--- config.mk ---
export PLATFORM = sky130hd
export DESIGN_NAME = pipo_reg
export DESIGN_NICKNAME = d
export VERILOG_FILES = /design/src/rtl/pipo_reg.sv
export SDC_FILE = /design/constraint.sdc
export NUM_CORES = 1
export LEC_CHECK = 0
export BUFFER_PORTS_ARGS = -buffer_cell sky130_fd_sc_hd__buf_2
export CORE_AREA = 2 2 39 41
export CTS_CLUSTER_DIAMETER = 120
export CTS_CLUSTER_SIZE = 14
export DETAILED_ROUTE_END_ITERATION = 8
export DIE_AREA = 0 0 41 43
export GPL_TIMING_DRIVEN = 1
export PLACE_DENSITY_LB_ADDON = 0.12
export SYNTH_ARGS = -nofsm -noshare
export SYNTH_HDL_FRONTEND = slang
export SYNTH_SLANG_ARGS = --single-unit
export TNS_END_PERCENT = 50
--- constraint.sdc ---
create_clock -name clk -period 2.3 [get_ports clk]
set_clock_uncertainty 0.2 [all_clocks]
set_input_delay 0 -clock clk [delete_from_list [all_inputs] [get_ports clk]]
set_output_delay 0 -clock clk [all_outputs]
set_load 0.03 [all_outputs]
--- src/rtl/pipo_reg.sv ---
// Parallel-in/parallel-out register with synchronous clear, per-lane load mask,
// valid flag and change-detect pulse. Define PIPO_PARITY_EN to add a registered parity output.
module pipo_reg #(
    parameter int unsigned           WIDTH   = 4,
    parameter int unsigned           LANE_W  = 1,
    parameter logic [WIDTH-1:0]      RST_VAL = '0
) (
    input  logic                       clk,
    input  logic                       rst,
    input  logic                       load,
    input  logic                       clr,
    input  logic [WIDTH/LANE_W-1:0]    lane_en,
    input  logic [WIDTH-1:0]           pin,
    output logic [WIDTH-1:0]           pout,
    output logic                       valid,
    output logic                       changed
`ifdef PIPO_PARITY_EN
    ,
    output logic                       parity
`endif
);

    localparam int unsigned NUM_LANES = WIDTH / LANE_W;

    logic [WIDTH-1:0] pout_q, pout_d;
    logic [WIDTH-1:0] load_word;
    logic             valid_q, valid_d;
    logic             changed_q, changed_d;

    // Masked lanes keep their current value so an all-zero mask is a no-op load.
    for (genvar i = 0; i < NUM_LANES; i++) begin : g_lane
        assign load_word[i*LANE_W +: LANE_W] = lane_en[i] ? pin[i*LANE_W +: LANE_W]
                                                          : pout_q[i*LANE_W +: LANE_W];
    end

    always_comb begin
        pout_d    = pout_q;
        valid_d   = valid_q;
        changed_d = 1'b0;
        if (clr) begin
            pout_d  = RST_VAL;
            valid_d = 1'b0;
        end else if (load) begin
            pout_d    = load_word;
            valid_d   = 1'b1;
            changed_d = (load_word != pout_q);
        end
    end

    always_ff @(posedge clk) begin
        if (!rst) begin
            pout_q    <= RST_VAL;
            valid_q   <= 1'b0;
            changed_q <= 1'b0;
        end else begin
            pout_q    <= pout_d;
            valid_q   <= valid_d;
            changed_q <= changed_d;
        end
    end

    assign pout    = pout_q;
    assign valid   = valid_q;
    assign changed = changed_q;

`ifdef PIPO_PARITY_EN
    logic parity_q;

    // Tracks pout_d so parity lands on the same edge as the data it covers.
    always_ff @(posedge clk) begin
        if (!rst) begin
            parity_q <= ^RST_VAL;
        end else begin
            parity_q <= ^pout_d;
        end
    end

    assign parity = parity_q;
`endif

endmodule

==> flow_results.org, run 1 <==
** Status
- The flow ran to the end, and the final reports show no timing, DRC or antenna violations.

** STA
- Tightest hold margin :: 0.265 ns
- Max_slew headroom :: 0.855
- Static timing analysis puts the maximum clock frequency at 472 MHz.
- Setup violations remaining at the end of the flow were counted as 0.
- At the pin with the least slew margin, the transition time is 0.218 ns.
- Final worst-path setup slack :: 0.183 ns
- Final-report hold violation count :: 0
- RSZ-0062 raised after global routing :: false
- Summed over all failing endpoints, the final setup total negative slack is 0 ns.
- Final worst path period share :: 0.921
- The final number of max-transition violations came to 0.
- Min Tclk post-route :: 2.12 ns

** Logic synthesis
- Flops & latches, synth :: 6
- Syn_area_per_cell :: 7.19 µm²
- Sequential-to-total area share from yosys stat :: 0.417
- Counting every net in the synthesized netlist gives 52.
- Area contributors post-synth :: sky130_fd_sc_hd__dfxtp_1 (42%), sky130_fd_sc_hd__nand2_1 (16%), sky130_fd_sc_hd__nand3_1 (8.7%)
- The cell count after synthesis came out at 40.
- The cell area that synthesis handed to floorplanning was 288 µm².
- Largest area contributor in the netlist :: sky130_fd_sc_hd__dfxtp_1
- Of the post-synthesis cell area, the dominant cell type holds 0.417.
- Counting distinct cell types in the post-synthesis netlist gives 13.
- The Yosys step of the flow raised 0 warnings.

** GRT
- For this run, global-route usage on met1 was measured as 0.133.
- GRT met2 Usage :: 0.188
- Across every metal layer, demand over resource in global routing totals 0.120.
- Pin count of the biggest net entering global routing :: 11
- For met3 alone, demand over resource in global routing was 0.0628.
- Via count of the first global-routing pass :: 344
- The initial antenna violation count came to 0.
- After global routing the overflow that remains totals 0.
- met2 is the most crowded layer.
- The first global-routing pass estimated 1390 µm of wire.

** Route
- The detailed router placed 402 vias in this run.
- 1st-iter DRT viols :: 13
- After detailed routing, the number of vias per cell comes to 4.42.
- Final routed wirelength across all metal layers :: 889 µm
- Drt pass-1 iters :: 5
- For this run, design rule violations remaining after detail routing come to 0.
- After detailed routing, the average wire length per cell comes to 9.77 µm.
- Antenna-violating nets left :: 0

** Setup path
- Worst EP arrival :: 2.10 ns
- The endpoint identified for the worst register-to-register timing path is changed.
- Worst setup path start :: load
- For the worst flop-to-flop path, the logic depth is 5.
- Critical R2R Launch :: pout[3]
- Along the worst path, the maximum fanout reaches 10.
- STA classifies the critical path endpoint as a flop.
- Flop-to-flop setup slack :: 0.44 ns
- Type of the worst setup path :: input pin to flop
- Data on the critical path is required at its endpoint by 2.28 ns.
- Worst Setup Start Kind :: input pin

** Clock tree
- CTS built an H-tree with a depth of 1.
- Clock transition time at the flip-flop clock pins of the worst setup and hold paths :: 0.04 ns
- TritonCTS created 3 clock buffers.
- Number of sinks on the clock net :: 6
- Number of buffers on the longest clock path :: 2
- Setup bufs post-CTS :: 0
- In this run the clock root is driven by a sky130_fd_sc_hd__clkbuf_4.
- Clock tree from TritonCTS :: yes
- Clock latency on the worst-skew pair, taken at its later pin, is 0.25 ns.

** Power and ir drop
- Sequential share of power :: 0.419
- The design draws 261 µW.
- Power density over cell area :: 456 nW/µm²
- Combinational group share of total power :: 0.209
- Internal power comes to 196 µW.
- Across the VDD grid, the largest voltage drop is 281 µV.
- Clk pwr share :: 0.372
- Summed over all cells, the static leakage comes to 0.280 nW.
- Switching power share of the total :: 0.250
- The analysis attributes to net switching a power of 65.2 µW.

** Die
- Placeable Area :: 1380 µm²
- From left edge to right edge, the die measures 41 µm.
- Num rows :: 14
- For this configuration, the core starts out at a cell density of 0.208.
- Chip Height :: 43 µm
- Die area :: 1760 µm²
- In this run the count of I/O pins placed on the die edge is 18.

** Run
- Max-cap violations in this run came to 0.

** Hold path
- For hold timing, the worst endpoint is valid.
- Class of the worst hold path :: flop to flop
- The startpoint identified for the worst hold timing path is valid.
- Along the worst hold path, the cell count comes to 2.

** Finish
- Once layout is complete, the utilization of the core stands at 0.413.
- The library cell used most frequently in the layout, excluding fill and tap cells, is sky130_fd_sc_hd__buf_2.
- Number of nets in the layout :: 89
- Leading cell types in the layout, fill and taps excluded :: sky130_fd_sc_hd__buf_2 (17), sky130_fd_sc_hd__dlygate4sd3_1 (16), sky130_fd_sc_hd__nand2_1 (12)
- Post-synthesis to final-layout area growth :: 98.7%
- Antenna Cells :: 0
- Fraction of final layout cells sized beyond drive strength 1 :: 0.267

** Placed design
- At the end of routability-driven placement, the weighted congestion stood at 0.669.
- The count of buffers added on input and output ports is 17.
- Placement-stage worst setup slack :: 0.986 ns
## per-layer routing
metal | wire, µm | vias to the layer above
li1 | - | 210
met1 | 366 | 177
met2 | 450 | 15
met3 | 73 | 0
met4 | 0 | 0
met5 | 0 | -
## flip-flops by register name, indices dropped and copies added, names as in the netlist
register and count:
pout 4, valid 1, changed 1
## what timing repair did
action                    CTS  global route
hold buffers               16             0
gates resized for setup     0             0
hold endpoints to repair    6             0
## power groups by stage
stage               Sequential [mW]  Combinational [mW]  Clock (mW)
floorplan                     0.117              0.0141           0
global placement              0.111              0.0388           0
detailed placement            0.111              0.0381           0
CTS                           0.109              0.0541       0.101
global route                  0.109              0.0598       0.111
finish                        0.109              0.0545      0.0970
## cells in the mapped netlist
cell type                   n
sky130_fd_sc_hd__a21oi_1    4
sky130_fd_sc_hd__a31oi_1    1
sky130_fd_sc_hd__and3b_1    1
sky130_fd_sc_hd__clkbuf_1   1
sky130_fd_sc_hd__dfxtp_1    6
sky130_fd_sc_hd__inv_1      2
sky130_fd_sc_hd__nand2_1   12
sky130_fd_sc_hd__nand2b_1   1
sky130_fd_sc_hd__nand3_1    5
sky130_fd_sc_hd__nand3b_1   2
sky130_fd_sc_hd__nor2_1     2
sky130_fd_sc_hd__o22ai_1    2
sky130_fd_sc_hd__o311a_1    1
## stage by stage
step | cell area [µm²] | instances
after floorplan | 288 | 40
after global placement | 389 | 72
after detailed placement | 389 | 72
after CTS | 572 | 91
after global routing | 572 | 91
final | 572 | 91
## worst max-delay path by stage
| stage | endpoint | slack (ns) |
|---|---|---|
| global placement | changed | 1.01 |
| finish | pout[0] | 0.18 |
| floorplan | changed | 0.89 |
| detailed placement | changed | 0.99 |
| CTS | pout[0] | 0.24 |
| global route | pout[0] | 0.11 |
## final cells by class
cell class,instances,area [µm²]
clock buffers,3,22.5
fillers,140,812
inverters,2,7.51
multi-input cells,31,156
flip-flops and latches,6,120
well taps,16,20.0
repair buffers,33,245
## worst max-delay path, cell delays in order
cell                            delay [ns]
sky130_fd_sc_hd__dlygate4sd3_1        0.52
sky130_fd_sc_hd__buf_2                0.20
sky130_fd_sc_hd__nand3_1              0.09
sky130_fd_sc_hd__dlygate4sd3_1        0.56
sky130_fd_sc_hd__a21oi_1              0.14
sky130_fd_sc_hd__dlygate4sd3_1        0.58
## cells by family (layout without fill, tap and decap cells)
family                 after synthesis  in the layout  synth area share
AO/OA/AOI/OAI                        8              8             0.170
buffers and inverters                3             38            0.0391
flip-flops                           6              6             0.417
AND/OR/NAND/NOR                     23             23             0.374
(Power assumes the default switching activity.)
==> inputs of run 2 (changes only) <==
==> constraint.sdc (replaced) <==
create_clock -name clk -period 2.2 [get_ports clk]
set_clock_uncertainty 0.2 [all_clocks]
set_input_delay 0 -clock clk [delete_from_list [all_inputs] [get_ports clk]]
set_output_delay 0 -clock clk [all_outputs]
set_load 0.03 [all_outputs]
==> flow_results.org, run 2 (synthesis results as in run 1) <==
** Finish
- Post-synthesis to final-layout area growth :: 98.7% (unchanged)
- Commonest non-fill, non-tap cell in the layout :: sky130_fd_sc_hd__buf_2 (unchanged)
- Fraction of final layout cells sized beyond drive strength 1 :: 0.267 (unchanged)
- Leading cell types in the layout, fill and taps excluded :: sky130_fd_sc_hd__buf_2 (17), sky130_fd_sc_hd__dlygate4sd3_1 (16), sky130_fd_sc_hd__nand2_1 (12) (unchanged)
- The number of antenna repair diodes is 0 (unchanged).
- Filler Cells Inserted :: 148 (was 140)
- The flip-flop count of the largest register after layout is 4 (unchanged).
- Number of nets in the layout :: 89 (unchanged)

** Die
- The overall die width came to 41 µm (unchanged).
- Num rows :: 14 (unchanged)
- I/O pin total :: 18 (unchanged)
- The y dimension of the die came to 43 µm (unchanged).
- Die area :: 1760 µm² (unchanged)
- Starting density of the core :: 0.208 (unchanged)
- Placeable Area :: 1380 µm² (unchanged)

** Route
- The detailed router's first-iteration violation count came to 9 (was 13).
- The detailed-router iteration count before antenna repair is 4 (was 5).
- Via count of the routed design :: 400 (was 402)
- The number of vias per cell is 4.40 (was 4.42).
- The remaining antenna violation count came to 0 (unchanged).
- The number of remaining DRC errors came to 0 (unchanged).
- The detail-routed net length per standard cell was 9.54 µm (was 9.77 µm).
- Final routed wirelength across all metal layers :: 868 µm (was 889 µm)

** Clock tree
- The total clock sinks was 6 (unchanged).
- Clock tree from TritonCTS :: yes (unchanged)
- The maximum buffer depth of the clock tree came to 2 (unchanged).
- The source-to-sink clock delay at the later pin of the worst-skew pair is 0.24 ns (was 0.25 ns).
- The number of buffers inserted to repair setup after CTS came to 0 (unchanged).
- The clock-pin slew on the worst setup and hold paths came to 0.05 ns (was 0.04 ns).
- The cell at the root of the clock tree was sky130_fd_sc_hd__clkbuf_4 (unchanged).
- Number of H-tree levels :: 1 (unchanged)
- CTS resizes :: 0 (unchanged)
- The number of buffers added by the clock tree synthesis step is 3 (unchanged).

** Setup path
- The type of the setup path with the least slack is input pin to flop (unchanged).
- The largest fanout on the critical path came to 10 (unchanged).
- Required time of the critical path :: 2.19 ns (was 2.28 ns)
- The startpoint kind of the worst setup timing path is an input pin (unchanged).
- Worst EP arrival :: 2.07 ns (was 2.10 ns)
- Element type at the critical path end :: flop (unchanged)

** STA
- RSZ-0062 raised after global routing: false (unchanged).
- Min Tclk post-route :: 2.08 ns
- The setup slack after layout is 0.120 ns (was 0.183 ns).
- The summed negative setup slack over all endpoints came to 0 ns (unchanged).
- In the finished design, the share of the clock period the worst path needs comes to 0.945.
- Static timing analysis puts the maximum clock frequency at 481 MHz.
- The final setup violation count is 0 (unchanged).
- The number of endpoints with negative hold slack in the final report is 0 (unchanged).
- Final count of pins violating max slew :: 0 (unchanged)
- The transition at the pin with the smallest max-transition slack came to 0.231 ns (was 0.218 ns).
- Max_slew headroom :: 0.846 (was 0.855)

** Status
- Result of the run: finished, final reports clean (unchanged).

** Placed design
- GPL Wtd Cong :: 0.669 (about the same)
- Number of buffers added on ports :: 17 (unchanged)
- Dpl hpwl :: 554 µm
- Placement-stage worst setup slack :: 0.895 ns (was 0.986 ns)

** Hold path
- The class of the worst hold path was flop to flop (unchanged).

** GRT
- The largest net degree at the start of global routing is 11 (unchanged).
- Total congestion overflow after global routing :: 0 (unchanged)
- Via count of the first global-routing pass :: 367 (was 344)
- Global-route wire length before repair :: 1460 µm (was 1390 µm)
- The total routing resource utilization after global routing was 0.123 (was 0.120).
- Number of antenna violations at the first check in global routing :: 0 (unchanged)

** Run
- MaxCap Viol Count :: 0 (unchanged)

** Power and ir drop
- The power density over the cells was 475 nW/µm² (was 456 nW/µm²).
- Leakage component of the power :: 0.280 nW (unchanged)
- Max IR drop VDD :: 289 µV (was 281 µV)
-- run 2: routing by layer --
| layer | wire length (µm) | track usage | vias up |
|---|---|---|---|
| met2 | 439 | 0.191 | 11 |
| li1 | - | - | 209 |
| met1 | 365 | 0.139 | 180 |
| met4 | 0 | 0.0400 | 0 |
| met3 | 64 | 0.0628 | 0 |
| met5 | 0 | 0 | - |
-- run 2: metrics by stage --
| stage | instance area [µm²] | cells | power (mW) | hold slack, ns | util |
|---|---|---|---|---|---|
| global placement | 389 | 72 | 0.157 | 0.103 | 0.281 |
| finish | 572 | 91 | 0.271 | 0.271 | 0.413 |
| floorplan | 288 | 40 | 0.137 | -0.0368 | - |
| global route | 572 | 91 | 0.293 | 0.294 | 0.413 |
| detailed placement | 389 | 72 | 0.156 | 0.0995 | 0.281 |
| CTS | 572 | 91 | 0.276 | 0.269 | 0.413 |
-- run 2: path summary, 6_finish.rpt --
check | depth (start not counted) | slack (ns) | end | start
hold reg to reg | 2 | 0.27 | valid | valid
setup reg to reg | 5 | 0.33 | changed | pout[3]
setup / recovery | 6 | 0.12 | pout[3] | load
hold / removal | 2 | 0.27 | valid | valid
-- run 2: what timing repair did --
| item | in CTS | in global routing |
|---|---|---|
| endpoints found under the hold margin | 6 | 0 |
| hold buffers | 16 | 0 |
| setup endpoints to repair | 0 | 0 |
-- run 2: final cells by class --
class / instances / area, µm² / area share
Multi-Input combinational cell: 31 / 156 / 0.274
Sequential cell: 6 / 120 / 0.210
Timing Repair Buffer: 33 / 245 / 0.429
Tap cell: 16 / 20.0 / 0.0350
Clock buffer: 3 / 22.5 / 0.0394
Inverter: 2 / 7.51 / 0.0131
-- run 2: power by group --
part,switching [mW],total [mW],internal [mW]
registers,0.00198,0.114,0.112
logic,0.0264,0.0569,0.0305
clock network,0.0385,0.100,0.0616
-- run 2: worst max-delay path, cell delays in order --
cell and delay [ns]:
sky130_fd_sc_hd__dlygate4sd3_1 0.52, sky130_fd_sc_hd__buf_2 0.20, sky130_fd_sc_hd__nand3_1 0.09, sky130_fd_sc_hd__dlygate4sd3_1 0.58
sky130_fd_sc_hd__a21oi_1 0.12, sky130_fd_sc_hd__dlygate4sd3_1 0.56
==> inputs of run 3 (changes only) <==
--- a/config.mk
+++ b/config.mk
@@ -12,7 +12,7 @@
 export DETAILED_ROUTE_END_ITERATION = 8
 export DIE_AREA = 0 0 41 43
 export GPL_TIMING_DRIVEN = 1
-export PLACE_DENSITY_LB_ADDON = 0.12
+export PLACE_DENSITY = 0.51
 export SYNTH_ARGS = -nofsm -noshare
 export SYNTH_HDL_FRONTEND = slang
 export SYNTH_SLANG_ARGS = --single-unit
==> flow_results.org, run 3 (synthesis results as in run 1) <==
** STA
- Setup violation total in the final timing report :: 0 (unchanged)
- The tightest hold margin is 0.261 ns (was 0.271 ns).
- Min Tclk post-route :: 2.08 ns (about the same)
- Final count of pins violating max slew :: 0 (unchanged)
- RSZ-0062 raised after global routing :: false (unchanged)
- The normalized max-slew margin was 0.829 (was 0.846).
- Final worst path period share :: 0.948 (was 0.945)
- The transition at the pin with the smallest max-transition slack was 0.256 ns (was 0.231 ns).
- Final-report hold violation count :: 0 (unchanged)
- The achievable frequency is 480 MHz (was 481 MHz).
- Aggregate negative setup slack :: 0 ns (unchanged)
- Final worst-path setup slack :: 0.115 ns (was 0.120 ns)

** Route
- The number of vias per cell is 4.37 (was 4.40).
- DRC viols :: 0 (unchanged)
- Drt pass-1 iters :: 3 (was 4)
- Antenna-violating nets left :: 0 (unchanged)
- The detailed router's first-iteration violation count came to 5 (was 9).
- WL/cell :: 9.53 µm (was 9.54 µm)
- Via count of the routed design :: 398 (was 400)
- Final routed wirelength across all metal layers :: 867 µm (was 868 µm)

** Power and ir drop
- The largest voltage drop on the vdd net came to 329 µV (was 289 µV).
- Switching power share of the total :: 0.250 (was 0.246)
- Power dissipated by switching net loads :: 68.1 µW (was 66.8 µW)
- Leakage component of the power :: 0.280 nW (unchanged)
- Power density over cell area :: 477 nW/µm² (was 475 nW/µm²)
- The power share of the sequential group is 0.420 (was 0.421).
- The internal power came to 204 µW (about the same).
- The share of power burned in the clock network was 0.371 (was 0.369).
- The power share of the combinational group was 0.209 (was 0.210).
- Final Power :: 273 µW (was 271 µW)

** Placed design
- Post-detailed-placement cell area :: 389 µm² (unchanged)
- Total instance count after detailed placement :: 72 (unchanged)
- The half-perimeter wire length after placement came to 538 µm (was 554 µm).
- Number of buffers added on ports :: 17 (unchanged)
- The post-place setup slack is 0.879 ns (was 0.895 ns).
- The final weighted congestion in routability-driven placement came to 0.703 (was 0.669).

** Finish
- Leading cell types in the layout, fill and taps excluded: sky130_fd_sc_hd__buf_2 (17), sky130_fd_sc_hd__dlygate4sd3_1 (16), sky130_fd_sc_hd__nand2_1 (12) (unchanged).
- The final instance area is 572 µm² (unchanged).
- The flip-flop count of the largest register after layout is 4 (unchanged).
- Utilization of the core after routing :: 0.413 (unchanged)
- The count of fill cells added during filler insertion came to 147 (was 148).
- The number of antenna repair diodes was 0 (unchanged).
- The most common library cell in the layout ignoring fill and taps was sky130_fd_sc_hd__buf_2 (unchanged).
- Non-filler instance count after layout :: 91 (unchanged)
- The ratio of cells with drive above 1 in the final layout is 0.267 (unchanged).
- Post-synthesis to final-layout area growth :: 98.7% (unchanged)
- Number of nets in the layout :: 89 (unchanged)

** Hold path
- The class of the worst hold path is flop to flop (unchanged).
- The startpoint of the most critical hold path was valid (unchanged).

** GRT
- Pin count of the biggest net entering global routing :: 11 (unchanged)
- The total routing resource utilization after global routing is 0.119 (was 0.123).
- The via count of the first global-routing pass is 360 (was 367).
- The remaining global-route overflow is 0 (unchanged).
- The wire length of the first global-routing pass was 1350 µm (was 1460 µm).
- Number of antenna violations at the first check in global routing :: 0 (unchanged)

** Clock tree
- The number of buffers added by the clock tree synthesis step was 3 (unchanged).
- Number of H-tree levels :: 1 (unchanged)
- The CTS tree was yes (unchanged).
- The post-cts resize count is 0 (unchanged).
- The maximum buffer depth of the clock tree was 2 (unchanged).
- The source-to-sink clock delay at the later pin of the worst-skew pair was 0.24 ns (about the same).
- The clock-pin slew on the worst setup and hold paths was 0.04 ns (was 0.05 ns).
- The number of buffers inserted to repair setup after CTS is 0 (unchanged).
- Root buf cell :: sky130_fd_sc_hd__clkbuf_4 (unchanged)
- The total clock sinks is 6 (unchanged).

** Run
- The reported max-cap violation count came to 0 (unchanged).

** Die
- Starting density of the core :: 0.208 (unchanged)
- The overall die width is 41 µm (unchanged).
- I/O pin total :: 18 (unchanged)
- The y dimension of the die is 43 µm (unchanged).
- The area of the die is 1760 µm² (unchanged).
- Placeable Area :: 1380 µm² (unchanged)
- The site row count is 14 (unchanged).

** Status
- Result of the run :: finished, final reports clean (unchanged)

** Setup path
- Type of the worst setup path :: input pin to flop (unchanged)
- The largest fanout on the critical path is 10 (unchanged).
- Critical R2R Launch :: pout[3] (unchanged)
- Worst EP arrival :: 2.07 ns (about the same)
- The critical path required time came to 2.18 ns (was 2.19 ns).
- The origin of the worst setup path is load (unchanged).
- Worst Setup Start Kind :: input pin (unchanged)
- Element type at the critical path end :: flop (unchanged)
==> run 3: path summary, 6_finish.rpt <==
| check | to | slack, ns | depth (start not counted) |
|---|---|---|---|
| setup reg to reg | changed | 0.34 | 5 |
| hold reg to reg | valid | 0.26 | 2 |
| hold / removal | valid | 0.26 | 2 |
| setup / recovery | pout[2] | 0.12 | 6 |
==> run 3: critical path: stages <==
cell and delay (ns):
sky130_fd_sc_hd__dlygate4sd3_1 0.52, sky130_fd_sc_hd__buf_2 0.21, sky130_fd_sc_hd__nand3_1 0.10, sky130_fd_sc_hd__dlygate4sd3_1 0.57, sky130_fd_sc_hd__a21oi_1 0.12, sky130_fd_sc_hd__dlygate4sd3_1 0.55
==> run 3: layer usage <==
| layer | global-route usage | up-vias | wire length, µm |
|---|---|---|---|
| li1 | - | 208 | - |
| met1 | 0.136 | 176 | 389 |
| met2 | 0.172 | 14 | 395 |
| met3 | 0.0785 | 0 | 81 |
| met4 | 0.0400 | 0 | 0 |
| met5 | 0 | - | 0 |
==> run 3: final cells by class <==
| cell class | count | area (µm²) | share of cell area |
|---|---|---|---|
| Timing Repair Buffer | 33 | 245 | 0.429 |
| Multi-Input combinational cell | 31 | 156 | 0.274 |
| Sequential cell | 6 | 120 | 0.210 |
| Clock buffer | 3 | 22.5 | 0.0394 |
| Tap cell | 16 | 20.0 | 0.0350 |
| Inverter | 2 | 7.51 | 0.0131 |
==> run 3: repair_timing <==
action	CTS	global route
hold endpoints to repair	6	0
hold buffers	16	0
endpoints found under the setup margin	0	0
==> run 3: power groups by stage <==
stage	clock, mW	combinational, mW	sequential (mW)
after detailed placement	0	0.0399	0.116
after global placement	0	0.0400	0.116
after floorplan	0	0.0147	0.123
final	0.101	0.0570	0.114
after global routing	0.112	0.0620	0.115
after CTS	0.107	0.0567	0.114
